[config.mk]
export PLATFORM = sky130hd
export DESIGN_NAME = puf_crp_sequencer
export DESIGN_NICKNAME = d
export VERILOG_FILES = /design/src/rtl/puf_seq_pkg.sv /design/src/rtl/sync_2ff.sv /design/src/rtl/puf_crp_sequencer.sv
export SDC_FILE = /design/constraint.sdc
export NUM_CORES = 1
export LEC_CHECK = 0
export CAP_MARGIN = 20
export CORE_UTILIZATION = 32
export CTS_BUF_LIST = sky130_fd_sc_hd__clkbuf_2
export DETAILED_ROUTE_END_ITERATION = 7
export GPL_TIMING_DRIVEN = 0
export PLACE_DENSITY = 0.68
export SLEW_MARGIN = 20
export SYNTH_ARGS = -nofsm -noshare
export SYNTH_HDL_FRONTEND = slang
export SYNTH_HIERARCHICAL = 1
export SYNTH_SLANG_ARGS = --single-unit
[constraint.sdc]
create_clock -name i_clk -period 2.9 [get_ports i_clk]
set_input_delay 0.435 -clock i_clk [delete_from_list [all_inputs] [get_ports i_clk]]
set_output_delay 0.435 -clock i_clk [all_outputs]
set_load 0.01 [all_outputs]
[src/rtl/puf_seq_pkg.sv]
// Shared types and default parameters for the PUF challenge-response sequencer.
package puf_seq_pkg;

  typedef enum logic [2:0] {
    StIdle,
    StClear,
    StSettle,
    StSample,
    StDone
  } puf_seq_state_e;

  localparam int unsigned DefCw           = 12;
  localparam int unsigned DefClrCycles    = 2;
  localparam int unsigned DefSettleCycles = 4;
  localparam int unsigned DefNumEvals     = 5;

  // Bits needed to hold values 0..max_val; never narrower than one bit.
  function automatic int unsigned cnt_w(input int unsigned max_val);
    return (max_val < 2) ? 1 : $clog2(max_val + 1);
  endfunction

endpackage

[src/rtl/sync_2ff.sv]
// Two-flop synchroniser for a single asynchronous bit, reset to 0.
module sync_2ff (
  input  logic i_clk,
  input  logic i_clr,
  input  logic i_d,
  output logic o_q
);

  logic r_meta;
  logic r_sync;

  // Shift the asynchronous input through two flops.
  always_ff @(posedge i_clk) begin
    if (i_clr) begin
      r_meta <= 1'b0;
      r_sync <= 1'b0;
    end else begin
      r_meta <= i_d;
      r_sync <= r_meta;
    end
  end

  assign o_q = r_sync;

endmodule

[src/rtl/puf_crp_sequencer.sv]
// Challenge-response sequencer for one arbiter-PUF level: drives the challenge, pulses the
// PUF clear, samples the synchronised response NUM_EVALS times and reports a majority vote.
module puf_crp_sequencer
  import puf_seq_pkg::*;
#(
  parameter int unsigned CW            = DefCw,
  parameter int unsigned CLR_CYCLES    = DefClrCycles,
  parameter int unsigned SETTLE_CYCLES = DefSettleCycles,
  parameter int unsigned NUM_EVALS     = DefNumEvals
) (
  input  logic                             i_clk,
  input  logic                             i_clr,
  input  logic                             i_req_valid,
  output logic                             o_req_ready,
  input  logic [CW-1:0]                    i_req_challenge,
  output logic [CW-1:0]                    o_puf_c,
  output logic                             o_puf_clr,
  input  logic                             i_puf_r,
  output logic                             o_rsp_valid,
  input  logic                             i_rsp_ready,
  output logic                             o_rsp_bit,
  output logic [$clog2(NUM_EVALS+1)-1:0]   o_rsp_ones,
  output logic                             o_rsp_stable,
  output logic                             o_busy
);

  localparam int unsigned OnesW = $clog2(NUM_EVALS + 1);
  localparam int unsigned EvalW = cnt_w(NUM_EVALS - 1);
  localparam int unsigned PhMax = (CLR_CYCLES > SETTLE_CYCLES) ? CLR_CYCLES : SETTLE_CYCLES;
  localparam int unsigned PhW   = cnt_w(PhMax - 1);

  // Reject illegal parameter sets at elaboration.
  if ((NUM_EVALS % 2) != 1) begin : g_err_num_evals
    $error("NUM_EVALS must be odd and at least 1");
  end
  if (SETTLE_CYCLES < 3) begin : g_err_settle
    $error("SETTLE_CYCLES must be at least 3 to cover the synchroniser");
  end
  if (CLR_CYCLES < 1) begin : g_err_clr
    $error("CLR_CYCLES must be at least 1");
  end

  puf_seq_state_e r_state, w_state_nxt;
  logic [PhW-1:0]   r_ph,   w_ph_nxt;
  logic [EvalW-1:0] r_eval, w_eval_nxt;
  logic [OnesW-1:0] r_ones, w_ones_nxt;
  logic [CW-1:0]    r_c,    w_c_nxt;
  logic             w_r_sync;
  logic             w_done;

  sync_2ff u_sync (
    .i_clk (i_clk),
    .i_clr (i_clr),
    .i_d   (i_puf_r),
    .o_q   (w_r_sync)
  );

  // State and counter registers; clr wins over any handshake.
  always_ff @(posedge i_clk) begin
    if (i_clr) begin
      r_state <= StIdle;
      r_ph    <= '0;
      r_eval  <= '0;
      r_ones  <= '0;
      r_c     <= '0;
    end else begin
      r_state <= w_state_nxt;
      r_ph    <= w_ph_nxt;
      r_eval  <= w_eval_nxt;
      r_ones  <= w_ones_nxt;
      r_c     <= w_c_nxt;
    end
  end

  // Next-state logic: phase counter restarts at zero on every state entry.
  always_comb begin
    w_state_nxt = r_state;
    w_ph_nxt    = r_ph;
    w_eval_nxt  = r_eval;
    w_ones_nxt  = r_ones;
    w_c_nxt     = r_c;
    unique case (r_state)
      StIdle: begin
        if (i_req_valid) begin
          w_c_nxt     = i_req_challenge;
          w_eval_nxt  = '0;
          w_ones_nxt  = '0;
          w_ph_nxt    = '0;
          w_state_nxt = StClear;
        end
      end
      StClear: begin
        if (r_ph == PhW'(CLR_CYCLES - 1)) begin
          w_ph_nxt    = '0;
          w_state_nxt = StSettle;
        end else begin
          w_ph_nxt = r_ph + 1'b1;
        end
      end
      StSettle: begin
        if (r_ph == PhW'(SETTLE_CYCLES - 1)) begin
          w_ph_nxt    = '0;
          w_state_nxt = StSample;
        end else begin
          w_ph_nxt = r_ph + 1'b1;
        end
      end
      StSample: begin
        w_ones_nxt = r_ones + OnesW'(w_r_sync);
        w_ph_nxt   = '0;
        if (r_eval == EvalW'(NUM_EVALS - 1)) begin
          w_state_nxt = StDone;
        end else begin
          w_eval_nxt  = r_eval + 1'b1;
          w_state_nxt = StClear;
        end
      end
      StDone: begin
        if (i_rsp_ready) begin
          w_state_nxt = StIdle;
        end
      end
      default: begin
        w_state_nxt = StIdle;
      end
    endcase
  end

  // Outputs decoded from the registered state; response fields are zero outside DONE.
  always_comb begin
    w_done       = (r_state == StDone);
    o_req_ready  = (r_state == StIdle);
    o_busy       = (r_state != StIdle);
    o_puf_clr    = (r_state == StIdle) || (r_state == StClear) || (r_state == StDone);
    o_puf_c      = r_c;
    o_rsp_valid  = w_done;
    o_rsp_ones   = w_done ? r_ones : '0;
    o_rsp_bit    = w_done && (r_ones > OnesW'(NUM_EVALS / 2));
    o_rsp_stable = w_done && ((r_ones == '0) || (r_ones == OnesW'(NUM_EVALS)));
  end

endmodule

==> metrics.md <==
| Metric | Value |
|---|---|
| Outcome | `finished clean` |
| PD cells | `406.4 nW/um^2` |
| GRT busiest layer | `met2` |
| Worst-Margin Slew | `0.5167 ns` |
| Drt total wl | `2790 um` |
| Final setup violation count | `0` |
| Die width | `62.56 um` |
| Final Non-Filler Cells | `231` |
| Final RePlAce weighted congestion | `0.8073` |
| First-pass GRT wire length | `4602 um` |
| Lkg Pwr | `0.6426 nW` |
| Antenna Cells | `0` |
| Crit Path Max Fanout | `10` |
| Worst skew pair latency | `0.34 ns` |
| Synth top area share | `0.4264` |
| Hold-fix buffers at CTS | `0` |
| Area leader, netlist | `dfxtp_1` |
| Post-Syn Area | `1174 sq um` |
| Final instance area | `1622 sq um` |
| Worst r2r src | `r_eval[0]` |
| Crit path from | `r_state[2]` |
| Max_slew headroom | `0.6555` |
| Area Overhead vs Synth | `38.17%` |
| CTS tree | `built` |
| Worst R2R End | `r_eval[1]` |
| Setup crit end kind | `output pin` |
| Comb power frac | `0.232` |
| Die H | `62.56 um` |
| Initial antenna violation count | `0` |
| Setup Buffers After CTS | `0` |
| GR Util All Layers | `0.1456` |
| Syn_area_per_cell | `8.150 sq um` |
| Starting DRT DRC Count | `62` |
| Switching fraction of total power | `0.2782` |
| HP Class | `reg -> reg` |
| Initial Utilization | `0.3436` |
| CP Capture Point | `o_rsp_ones[1]` |
| Net switching power | `0.1833 mW` |
| Max Slew Vio Count | `0` |
| GR Overflow Total | `0` |
| Largest net degree at the start of global routing | `15` |
| Setup WS pre-CTS | `0.8361 ns` |
| RSZ-0062 raised after global routing | `false` |
| Final ANT Viol Nets | `0` |
| Number of CTS-inserted buffers | `3` |
| Rows | `21` |
| Internal power | `0.4757 mW` |
| Final clock skew | `0.006852 ns` |
| Number of global-route vias before repair | `1,074` |
| Fin util | `0.4747` |
| Yosys reg bits | `25` |
| DR DRC count | `0` |
| Synth area leaders | `dfxtp_1, nand2_1, a21oi_1` |
| Max Cap Viol | `0` |
| Met2 usage in global routing | `0.2418` |
| Maximum vdd drop | `0.0002431 V` |
| Reg2Reg Setup Slack | `1.41 ns` |
| First-pass detailed-route iteration total | `4` |
| Fraction of layout cells with a size suffix above 1 | `0.06486` |
| Worst setup margin | `0.4147 ns` |
| Core region area | `3416 sq um` |
| CTS Buffer Depth | `2` |
| Synth Instances | `144` |
| WS Path Type | `reg -> out` |
| Clk sink count | `25` |
| Die Area | `3914 sq um` |
| Syn_nets | `168` |
| Syn. warnings | `6` |
| Post-CTS Resized | `0` |
| Final min period | `2.485 ns` |
| Fin crit share | `0.8570` |
| Final hold violation count | `0` |
| Critical path startpoint category | `register` |
| Sequential share of power | `0.567` |
| Clock group share of total power | `0.201` |
| M3 GR Usage | `0.03102` |
| H-tree levels | `1` |
| Port Buf Inserts | `37` |
| Ports | `38` |
| Critical Path AT | `2.05 ns` |
| Setup TNS | `0 ns` |
| Worst reg2reg path depth | `6` |
| Required @ worst endpoint | `2.47 ns` |
| Fin nets | `210` |
| FMAX | `402.4 MHz` |
| Via density | `4.749` |
| Netlist cell types | `32` |
| Routed vias | `1,097` |
| Post-place instance area | `1602 sq um` |
| Inst Count DP | `227` |
| Seq/Total Area, Yosys | `0.4264` |
| Clock slew at reported path FFs | `0.23 ns` |
| Fill cell count | `341` |
| Clock root cell | `clkbuf_2` |
| Avg WL per Cell | `12.08 um` |
| Met1 Resource Use GR | `0.1865` |
| Post-DP HPWL | `2127 um` |
| Hold Crit Start | `u_sync/r_meta` |
-- synth_stat cells --
| cell type | instances |
|---|---|
| a21oi_1 | 19 |
| nor3b_2 | 1 |
| xor2_1 | 2 |
| nand2_1 | 30 |
| and2_4 | 1 |
| o22a_1 | 1 |
| o2bb2ai_1 | 1 |
| a2bb2oi_1 | 1 |
| and3b_1 | 1 |
| buf_4 | 1 |
| buf_6 | 1 |
| o21bai_1 | 1 |
| a22oi_1 | 2 |
| and2b_1 | 1 |
| inv_1 | 6 |
| nor2b_1 | 3 |
| buf_2 | 3 |
| ha_1 | 7 |
| o32a_1 | 1 |
| nand2b_1 | 4 |
| and3_1 | 3 |
| dfxtp_1 | 25 |
| a21oi_2 | 1 |
| nand3_1 | 1 |
| or3_1 | 2 |
| clkbuf_1 | 4 |
| nor3_1 | 6 |
| a211oi_1 | 1 |
| nand3b_1 | 1 |
| o31ai_1 | 1 |
| o21ai_0 | 5 |
| nor2_1 | 7 |
-- registers in the layout, summed over array words and instances, names as in the netlist --
register and count:
u_sync/o_q 1, o_puf_c 12, r_ones 3, r_ph 2, r_state 3, r_eval 3, u_sync/r_meta 1
-- through the flow --
step / hold slack [ns] / power [mW]
after floorplan: 0.4138 / 0.4585
after global placement: 0.4241 / 0.5299
after detailed placement: 0.4284 / 0.5337
after CTS: 0.4688 / 0.6703
after global routing: 0.4822 / 0.6992
final: 0.4653 / 0.6590
-- kinds of logic (layout without fill, tap and decap cells) --
kind of cell               count (synthesis)  after routing  synth area share
AOI/OAI and AO/OA                         34             34            0.1727
and+or+nand+nor                           61             61            0.2505
adders and majority gates                  7              7           0.07462
DFF                                       25             25            0.4264
xor gates and xnor gates                   2              2           0.01493
buffers and inverters                     15             56           0.06076
-- final cells by class --
class                           count  area, sq um  share of cell area
Buffer                              9        48.80             0.03009
Clock buffer                        3        15.01            0.009259
Clock inverter                      1        5.005            0.003086
Sequential cell                    25        500.5              0.3086
Tap cell                           46        57.56             0.03549
Inverter                            6        22.52             0.01389
Timing Repair Buffer               37        370.4              0.2284
Multi-Input combinational cell    104        601.8              0.3711
-- critical path, cell delays in order, from the launching register on --
cell	delay, ns
dfxtp_1	0.40
buf_2	0.22
clkbuf_1	0.33
and3_1	0.23
clkdlybuf4s50_1	0.54
-- cells in the final DEF, fill, tap and decap left out --
cell type        instances
nor3_1                   6
inv_1                    6
o32a_1                   1
a2bb2oi_1                1
and2b_1                  1
nand2_1                 30
buf_2                    3
o21bai_1                 1
a22oi_1                  2
and3b_1                  1
ha_1                     7
clkinv_2                 1
clkbuf_2                 3
xor2_1                   2
clkbuf_1                 4
and2_4                   1
o2bb2ai_1                1
a21oi_1                 19
nand3_1                  1
dfxtp_1                 25
nand3b_1                 1
or3_1                    2
o22a_1                   1
nor2_1                   7
a21oi_2                  1
nor2b_1                  3
buf_4                    1
nor3b_2                  1
a211oi_1                 1
nand2b_1                 4
o21ai_0                  5
o31ai_1                  1
and3_1                   3
buf_6                    1
clkdlybuf4s50_1         37
-- per-layer routing --
| metal | routed length [um] | vias to the layer above |
|---|---|---|
| li1 | - | 564 |
| met5 | 0 | - |
| met2 | 1376 | 21 |
| met1 | 1329 | 512 |
| met4 | 0 | 0 |
| met3 | 84 | 0 |
-- power by group through the flow --
| stage | Clock (mW) | Combinational (mW) | Sequential [mW] |
|---|---|---|---|
| 2_1_floorplan | 0 | 0.0730 | 0.386 |
| 5_1_grt | 0.155 | 0.167 | 0.376 |
| 6_report | 0.132 | 0.153 | 0.374 |
| 4_1_cts | 0.142 | 0.154 | 0.374 |
| 3_5_place_dp | 0 | 0.153 | 0.381 |
| 3_3_place_gp | 0 | 0.150 | 0.380 |
-- worst min path at each step --
stage            endpoint  slack, ns  cells past startpoint
2_1_floorplan  u_sync/o_q       0.41                      1
3_3_place_gp   u_sync/o_q       0.42                      1
3_5_place_dp   u_sync/o_q       0.43                      1
4_1_cts        u_sync/o_q       0.47                      1
5_1_grt        u_sync/o_q       0.48                      1
6_report       u_sync/o_q       0.47                      1
No activity file was read; power rests on OpenSTA's default activity.
